===== config.mk =====
export PLATFORM = sky130hd
export DESIGN_NAME = jt51_timer_ctrl
export DESIGN_NICKNAME = d
export VERILOG_FILES = /design/src/rtl/jt51_timer_pkg.sv /design/src/rtl/jt51_csm_seq.sv /design/src/rtl/jt51_timer_ctrl.sv
export SDC_FILE = /design/constraint.sdc
export NUM_CORES = 1
export LEC_CHECK = 0
export CAP_MARGIN = 10
export CELL_PAD_IN_SITES_DETAIL_PLACEMENT = 0
export CELL_PAD_IN_SITES_GLOBAL_PLACEMENT = 1
export CORE_MARGIN = 8
export CORE_UTILIZATION = 45
export DETAILED_ROUTE_END_ITERATION = 7
export GPL_TIMING_DRIVEN = 0
export PLACE_DENSITY = 0.84
export SLEW_MARGIN = 20
export SYNTH_ARGS = -nofsm -noshare
export SYNTH_HDL_FRONTEND = slang
export SYNTH_SLANG_ARGS = --single-unit

===== constraint.sdc =====
create_clock -name clk -period 3.29 [get_ports clk]
set_input_delay 0.658 -clock clk [delete_from_list [all_inputs] [get_ports clk]]
set_output_delay 0.658 -clock clk [all_outputs]
set_load 0.01 [all_outputs]

===== src/rtl/jt51_timer_pkg.sv =====
// jt51_timer_pkg
// Shared constants for the JT51 timer front-end: register addresses,
// bit positions inside the timer control register (0x14) and the state
// encodings of the busy and CSM sequencers.
package jt51_timer_pkg;

  // Timer register addresses
  localparam logic [7:0] TMR_A_HI = 8'h10;
  localparam logic [7:0] TMR_A_LO = 8'h11;
  localparam logic [7:0] TMR_B    = 8'h12;
  localparam logic [7:0] TMR_CTRL = 8'h14;

  // Bit positions in the control register
  localparam int CSM  = 7;
  localparam int CLRB = 5;
  localparam int CLRA = 4;
  localparam int IRQB = 3;
  localparam int IRQA = 2;
  localparam int LDB  = 1;
  localparam int LDA  = 0;

  // Busy window sequencer states
  typedef logic [0:0] busy_state_t;
  localparam busy_state_t BUSY_IDLE = 1'b0;
  localparam busy_state_t BUSY_BUSY = 1'b1;

  // CSM key-on sequencer states
  typedef logic [0:0] csm_state_t;
  localparam csm_state_t CSM_IDLE  = 1'b0;
  localparam csm_state_t CSM_KEYON = 1'b1;

endpackage


===== src/rtl/jt51_csm_seq.sv =====
// jt51_csm_seq
// Composite sine mode key-on sequencer. A timer A overflow seen on a cen
// tick while csm is set raises csm_kon for CSM_TICKS cen ticks. Further
// overflows during the key-on window restart the count, and clearing csm
// aborts the window.
//
// Ports:
//   rst        asynchronous active-high reset
//   clk        clock
//   cen        clock enable shared with the timers
//   csm        registered CSM mode bit
//   overflow_A timer A overflow
//   csm_kon    key-on request for all channels
module jt51_csm_seq
  import jt51_timer_pkg::*;
#(
  parameter int CSM_TICKS = 32
) (
  input  logic rst,
  input  logic clk,
  input  logic cen,
  input  logic csm,
  input  logic overflow_A,
  output logic csm_kon
);

  localparam logic [7:0] CSM_LOAD = 8'(CSM_TICKS);

  csm_state_t state_q, state_d;
  logic [7:0] cnt_q, cnt_d;
  logic       trigger;

  // csm is the registered mode bit, so a control write landing on the same
  // edge as an overflow is still judged by the old mode value.
  assign trigger = csm & overflow_A & cen;

  always_comb begin
    state_d = state_q;
    cnt_d   = cnt_q;
    if (state_q == CSM_KEYON && !csm) begin
      state_d = CSM_IDLE;
      cnt_d   = 8'd0;
    end else if (trigger) begin
      // Entering or retriggering both reload the full sweep
      state_d = CSM_KEYON;
      cnt_d   = CSM_LOAD;
    end else if (state_q == CSM_KEYON && cen) begin
      if (cnt_q <= 8'd1) begin
        state_d = CSM_IDLE;
        cnt_d   = 8'd0;
      end else begin
        cnt_d = cnt_q - 8'd1;
      end
    end
  end

  always_ff @(posedge clk or posedge rst) begin
    if (rst) begin
      state_q <= CSM_IDLE;
      cnt_q   <= 8'd0;
    end else begin
      state_q <= state_d;
      cnt_q   <= cnt_d;
    end
  end

  assign csm_kon = (state_q == CSM_KEYON);

endmodule


===== src/rtl/jt51_timer_ctrl.sv =====
// jt51_timer_ctrl
// CPU-side register front-end for the two JT51 timers. Latches the
// register address, decodes data writes to 0x10/0x11/0x12/0x14, drives the
// timer load/clear/IRQ-enable controls, models the write-busy window and
// hosts the CSM key-on sequencer.
//
// Ports:
//   rst, clk, cen          reset, clock and shared clock enable
//   wr, a0, din            CPU write strobe, address/data select, data
//   overflow_A             timer A overflow
//   busy                   write-busy status
//   value_A, value_B       timer start values
//   load_A, load_B         timer run/load levels
//   clr_flag_A, clr_flag_B one-clk flag clear pulses
//   enable_irq_A/B         IRQ enables
//   csm, csm_kon           CSM mode bit and key-on request
module jt51_timer_ctrl
  import jt51_timer_pkg::*;
#(
  parameter int BUSY_TICKS = 64,
  parameter int CSM_TICKS  = 32
) (
  input  logic       rst,
  input  logic       clk,
  input  logic       cen,
  input  logic       wr,
  input  logic       a0,
  input  logic [7:0] din,
  input  logic       overflow_A,
  output logic       busy,
  output logic [9:0] value_A,
  output logic [7:0] value_B,
  output logic       load_A,
  output logic       load_B,
  output logic       clr_flag_A,
  output logic       clr_flag_B,
  output logic       enable_irq_A,
  output logic       enable_irq_B,
  output logic       csm,
  output logic       csm_kon
);

  localparam logic [7:0] BUSY_LOAD = 8'(BUSY_TICKS);

  logic [7:0]  addr_q, addr_d;
  logic [9:0]  value_a_q, value_a_d;
  logic [7:0]  value_b_q, value_b_d;
  logic        load_a_q, load_a_d, load_b_q, load_b_d;
  logic        irq_a_q, irq_a_d, irq_b_q, irq_b_d;
  logic        clr_a_q, clr_a_d, clr_b_q, clr_b_d;
  logic        csm_q, csm_d;
  busy_state_t busy_state_q, busy_state_d;
  logic [7:0]  busy_cnt_q, busy_cnt_d;
  logic        data_wr;

  // Data writes are only honoured outside the busy window; address writes
  // are always taken.
  assign data_wr = wr & a0 & (busy_state_q == BUSY_IDLE);

  // Address latch and register decode. Clear pulses default low so they
  // last exactly one clk regardless of cen.
  always_comb begin
    addr_d    = addr_q;
    value_a_d = value_a_q;
    value_b_d = value_b_q;
    load_a_d  = load_a_q;
    load_b_d  = load_b_q;
    irq_a_d   = irq_a_q;
    irq_b_d   = irq_b_q;
    csm_d     = csm_q;
    clr_a_d   = 1'b0;
    clr_b_d   = 1'b0;
    if (wr && !a0) addr_d = din;
    if (data_wr) begin
      case (addr_q)
        TMR_A_HI: value_a_d[9:2] = din;
        TMR_A_LO: value_a_d[1:0] = din[1:0];
        TMR_B:    value_b_d      = din;
        TMR_CTRL: begin
          csm_d    = din[CSM];
          clr_b_d  = din[CLRB];
          clr_a_d  = din[CLRA];
          irq_b_d  = din[IRQB];
          irq_a_d  = din[IRQA];
          load_b_d = din[LDB];
          load_a_d = din[LDA];
        end
        default: ;
      endcase
    end
  end

  // Busy window: any accepted data write, whatever its address, reloads the
  // tick counter; the final cen tick drops busy on the same edge.
  always_comb begin
    busy_state_d = busy_state_q;
    busy_cnt_d   = busy_cnt_q;
    if (data_wr) begin
      busy_state_d = BUSY_BUSY;
      busy_cnt_d   = BUSY_LOAD;
    end else if (busy_state_q == BUSY_BUSY && cen) begin
      if (busy_cnt_q <= 8'd1) begin
        busy_state_d = BUSY_IDLE;
        busy_cnt_d   = 8'd0;
      end else begin
        busy_cnt_d = busy_cnt_q - 8'd1;
      end
    end
  end

  always_ff @(posedge clk or posedge rst) begin
    if (rst) begin
      addr_q       <= 8'd0;
      value_a_q    <= 10'd0;
      value_b_q    <= 8'd0;
      load_a_q     <= 1'b0;
      load_b_q     <= 1'b0;
      irq_a_q      <= 1'b0;
      irq_b_q      <= 1'b0;
      clr_a_q      <= 1'b0;
      clr_b_q      <= 1'b0;
      csm_q        <= 1'b0;
      busy_state_q <= BUSY_IDLE;
      busy_cnt_q   <= 8'd0;
    end else begin
      addr_q       <= addr_d;
      value_a_q    <= value_a_d;
      value_b_q    <= value_b_d;
      load_a_q     <= load_a_d;
      load_b_q     <= load_b_d;
      irq_a_q      <= irq_a_d;
      irq_b_q      <= irq_b_d;
      clr_a_q      <= clr_a_d;
      clr_b_q      <= clr_b_d;
      csm_q        <= csm_d;
      busy_state_q <= busy_state_d;
      busy_cnt_q   <= busy_cnt_d;
    end
  end

  jt51_csm_seq #(
    .CSM_TICKS (CSM_TICKS)
  ) u_csm_seq (
    .rst        (rst),
    .clk        (clk),
    .cen        (cen),
    .csm        (csm_q),
    .overflow_A (overflow_A),
    .csm_kon    (csm_kon)
  );

  assign busy         = (busy_state_q == BUSY_BUSY);
  assign value_A      = value_a_q;
  assign value_B      = value_b_q;
  assign load_A       = load_a_q;
  assign load_B       = load_b_q;
  assign clr_flag_A   = clr_a_q;
  assign clr_flag_B   = clr_b_q;
  assign enable_irq_A = irq_a_q;
  assign enable_irq_B = irq_b_q;
  assign csm          = csm_q;

endmodule


==> flow_metrics.tcl <==
set metrics [dict create \
    viasPerCell 5.28 \
    hold_viol_final 0 \
    wl_per_cell_um 15.2 \
    ys_warn_count 0 \
    drt_pass1_iterations 4 \
    rows 26 \
    p_int_uw 1240 \
    pre_cts_slack_ns 0.847 \
    cts_buffer_depth 2 \
    place_congestion 0.761 \
    setup_viol 0 \
    die_h_um 88.3 \
    critPathArrivalTime_ns 2.41 \
    fin_setup_tns_ns 0 \
    areaGrowthSynthToFinish_pct 27.2 \
    drt_iter0_markers 55 \
    fin_crit_ns 2.20 \
    synth-seq-area-share_pct 54.2 \
    routed_wirelength_mm 4.84 \
    port_buffers 40 \
    finalPower_uw 1780 \
    p_comb_share_pct 24.3 \
    synth.distinct_cells 45 \
    critPathMaxFanout 9 \
    dpl.hpwl_mm 3.48 \
    grt_pass1_vias 1728 \
    synth_edf_count 0 \
    pwr-share-clk_pct 28.6 \
    die_w_um 88.3 \
    die-area_um2 7800 \
    ir_drop_mv 0.272 \
    yosys_register_bits 51 \
    drive_above_1_share_pct 19.3 \
    start_util_pct 46.4 \
    antenna_found_initial 0 \
    clk_pin_slew_ns 0.09 \
    grt_start_max_net_pins 27 \
    cp-start-kind "flip-flop" \
    n_fill_cell 458 \
    htree_levels 2 \
    cts-root-buf "clkbuf_8" \
    mostFrequentLayoutCells "dfrtp_1, clkdlybuf4s50_1, mux2_2" \
    worst_slack_ns 1.09 \
    cp-end-kind "flip-flop" \
    period_share_pct 67.0 \
    stdcell_area_um2 3000 \
    layout_commonest_cell "dfrtp_1" \
    drc 0 \
    hold_buffers 0 \
    p_leak_uw 0.00133 \
    slew_violations 0 \
    layout.nets 266 \
    async_flop_share_pct 100 \
    syn-num-nets 218 \
    fmax_mhz 454 \
    post_cts_resized 0 \
    switching_share_pct 30.4 \
    gr-total-overflow 0 \
    maxCapViolCount 0 \
    antenna_cells 0 \
    drtAntennaViolNets 0 \
    grtUsageTotal_pct 13.6 \
    cts_made_buffers 5 \
    tritoncts "built" \
    slew_headroom_pct 62.5 \
    cts_setup_buffers 0 \
    tightest_slew_ns 0.562 \
    rsz0062_at_grt "no" \
    grt_pass1_wl_mm 8.33 \
    cts.sinks 51 \
    core_area_um2 5070 \
    p_per_area_nw_per_um2 595 \
    syn_inst 200 \
    power.switching_uw 542 \
    path_class "flip-flop to flip-flop" \
    placed_area_um2 2860 \
    hold_class "flip-flop to flip-flop" \
    synth_ff_type "dfrtp_1" \
    syn_area_um2 2350 \
    status "complete, no violations" \
    vias 1683 \
    clock_latency_ns 0.30 \
    hold_ws_ns 0.511 \
    synth.avg_cell_area_um2 11.8 \
    p_seq_share_pct 47.1 \
    skew_ns 0.00589 \
    pin_count 41 \
    required_ns 3.49 \
]
[sequential cells by signal (all words and copies together) (netlist names), 8 cells and up]
name and count:
busy_cnt_q 8, value_B 8, u_csm_seq.cnt_q 8, value_A 10, addr_q 8
[layout make-up]
type | instances | area [µm²] | share of cell area (%)
buffer | 5 | 27.5 | 0.919
clock buffer | 6 | 72.6 | 2.42
clock inverter | 2 | 60.1 | 2.01
inverter | 11 | 41.3 | 1.38
multi-input combinational | 133 | 1010 | 33.7
sequential | 51 | 1280 | 42.6
tap | 70 | 87.6 | 2.92
timing repair buffer | 41 | 420 | 14.0
[worst paths after layout]
kind,start,to,slack [ns],depth (start not counted)
worst max-delay path,u_csm_seq.cnt_q[0],u_csm_seq.cnt_q[2],1.09,6
worst min-delay path,value_B[1],value_B[1],0.51,1
worst max register to register,u_csm_seq.cnt_q[0],u_csm_seq.cnt_q[2],1.09,6
worst min register to register,value_B[1],value_B[1],0.51,1
max in group asynchronous,rst,busy_cnt_q[6],2.03,3
min in group asynchronous,rst,u_csm_seq.cnt_q[6],0.72,2
[cell families (layout without fill, tap and decap cells)]
logic type               count (synthesis)  in the layout  share of synthesized area, %
XOR/XNOR                                 6              6                          2.23
AO/OA/AOI/OAI                           28             28                          8.24
buffers and inverters                   16             65                          2.92
adder cells (fa/ha/maj)                  4              4                          2.13
AND/OR/NAND/NOR                         63             63                          15.0
multiplexers                            32             32                          15.2
flip-flops                              51             51                          54.2
[per-layer routing]
metal	vias up	part of all wire [%]	track usage, %
li1	808	-	-
met1	833	45	16.8
met2	37	49	21.9
met3	5	5.8	4.92
met4	0	0.85	3.23
met5	-	0	0
[per-stage QoR]
step / instances / utilization (%)
floorplan: 200 / -
global placement: 310 / 56.0
detailed placement: 311 / 56.4
CTS: 319 / 59.0
global route: 319 / 59.0
finish: 319 / 59.0
[power by group through the flow]
stage / Sequential (µW) / Combinational [µW] / Clock, µW
2_1_floorplan: 836 / 302 / 0
3_3_place_gp: 852 / 421 / 0
3_5_place_dp: 852 / 432 / 0
4_1_cts: 840 / 438 / 519
5_1_grt: 859 / 495 / 545
6_report: 840 / 433 / 510
[cell usage after synthesis (2+ instances only)]
cell	n	area [µm²]
a21boi_0	2	15.0
a21oi_1	3	15.0
a32oi_1	2	17.5
and2_1	3	18.8
clkbuf_1	2	7.51
dfrtp_1	51	1280
ha_1	4	50.1
inv_1	11	41.3
mux2_2	31	349
nand2_1	9	33.8
nand2b_1	2	12.5
nand3_1	3	15.0
nand3b_1	3	22.5
nand4_1	3	18.8
nor2_1	18	67.6
nor2b_1	2	12.5
nor3_1	5	25.0
nor3b_1	2	15.0
nor4_1	2	12.5
o211ai_1	4	30.0
o21ai_0	7	35.0
o31ai_1	3	22.5
or2_2	2	12.5
xor2_1	5	43.8
[worst max-delay path: stages (launching register included)]
cell,delay (ns)
dfrtp_1,0.46
inv_1,0.07
ha_1,0.24
or2_2,0.31
a32oi_2,0.44
nand3_1,0.28
o311ai_1,0.30
Note: power is estimated with default switching activity, not from simulation.
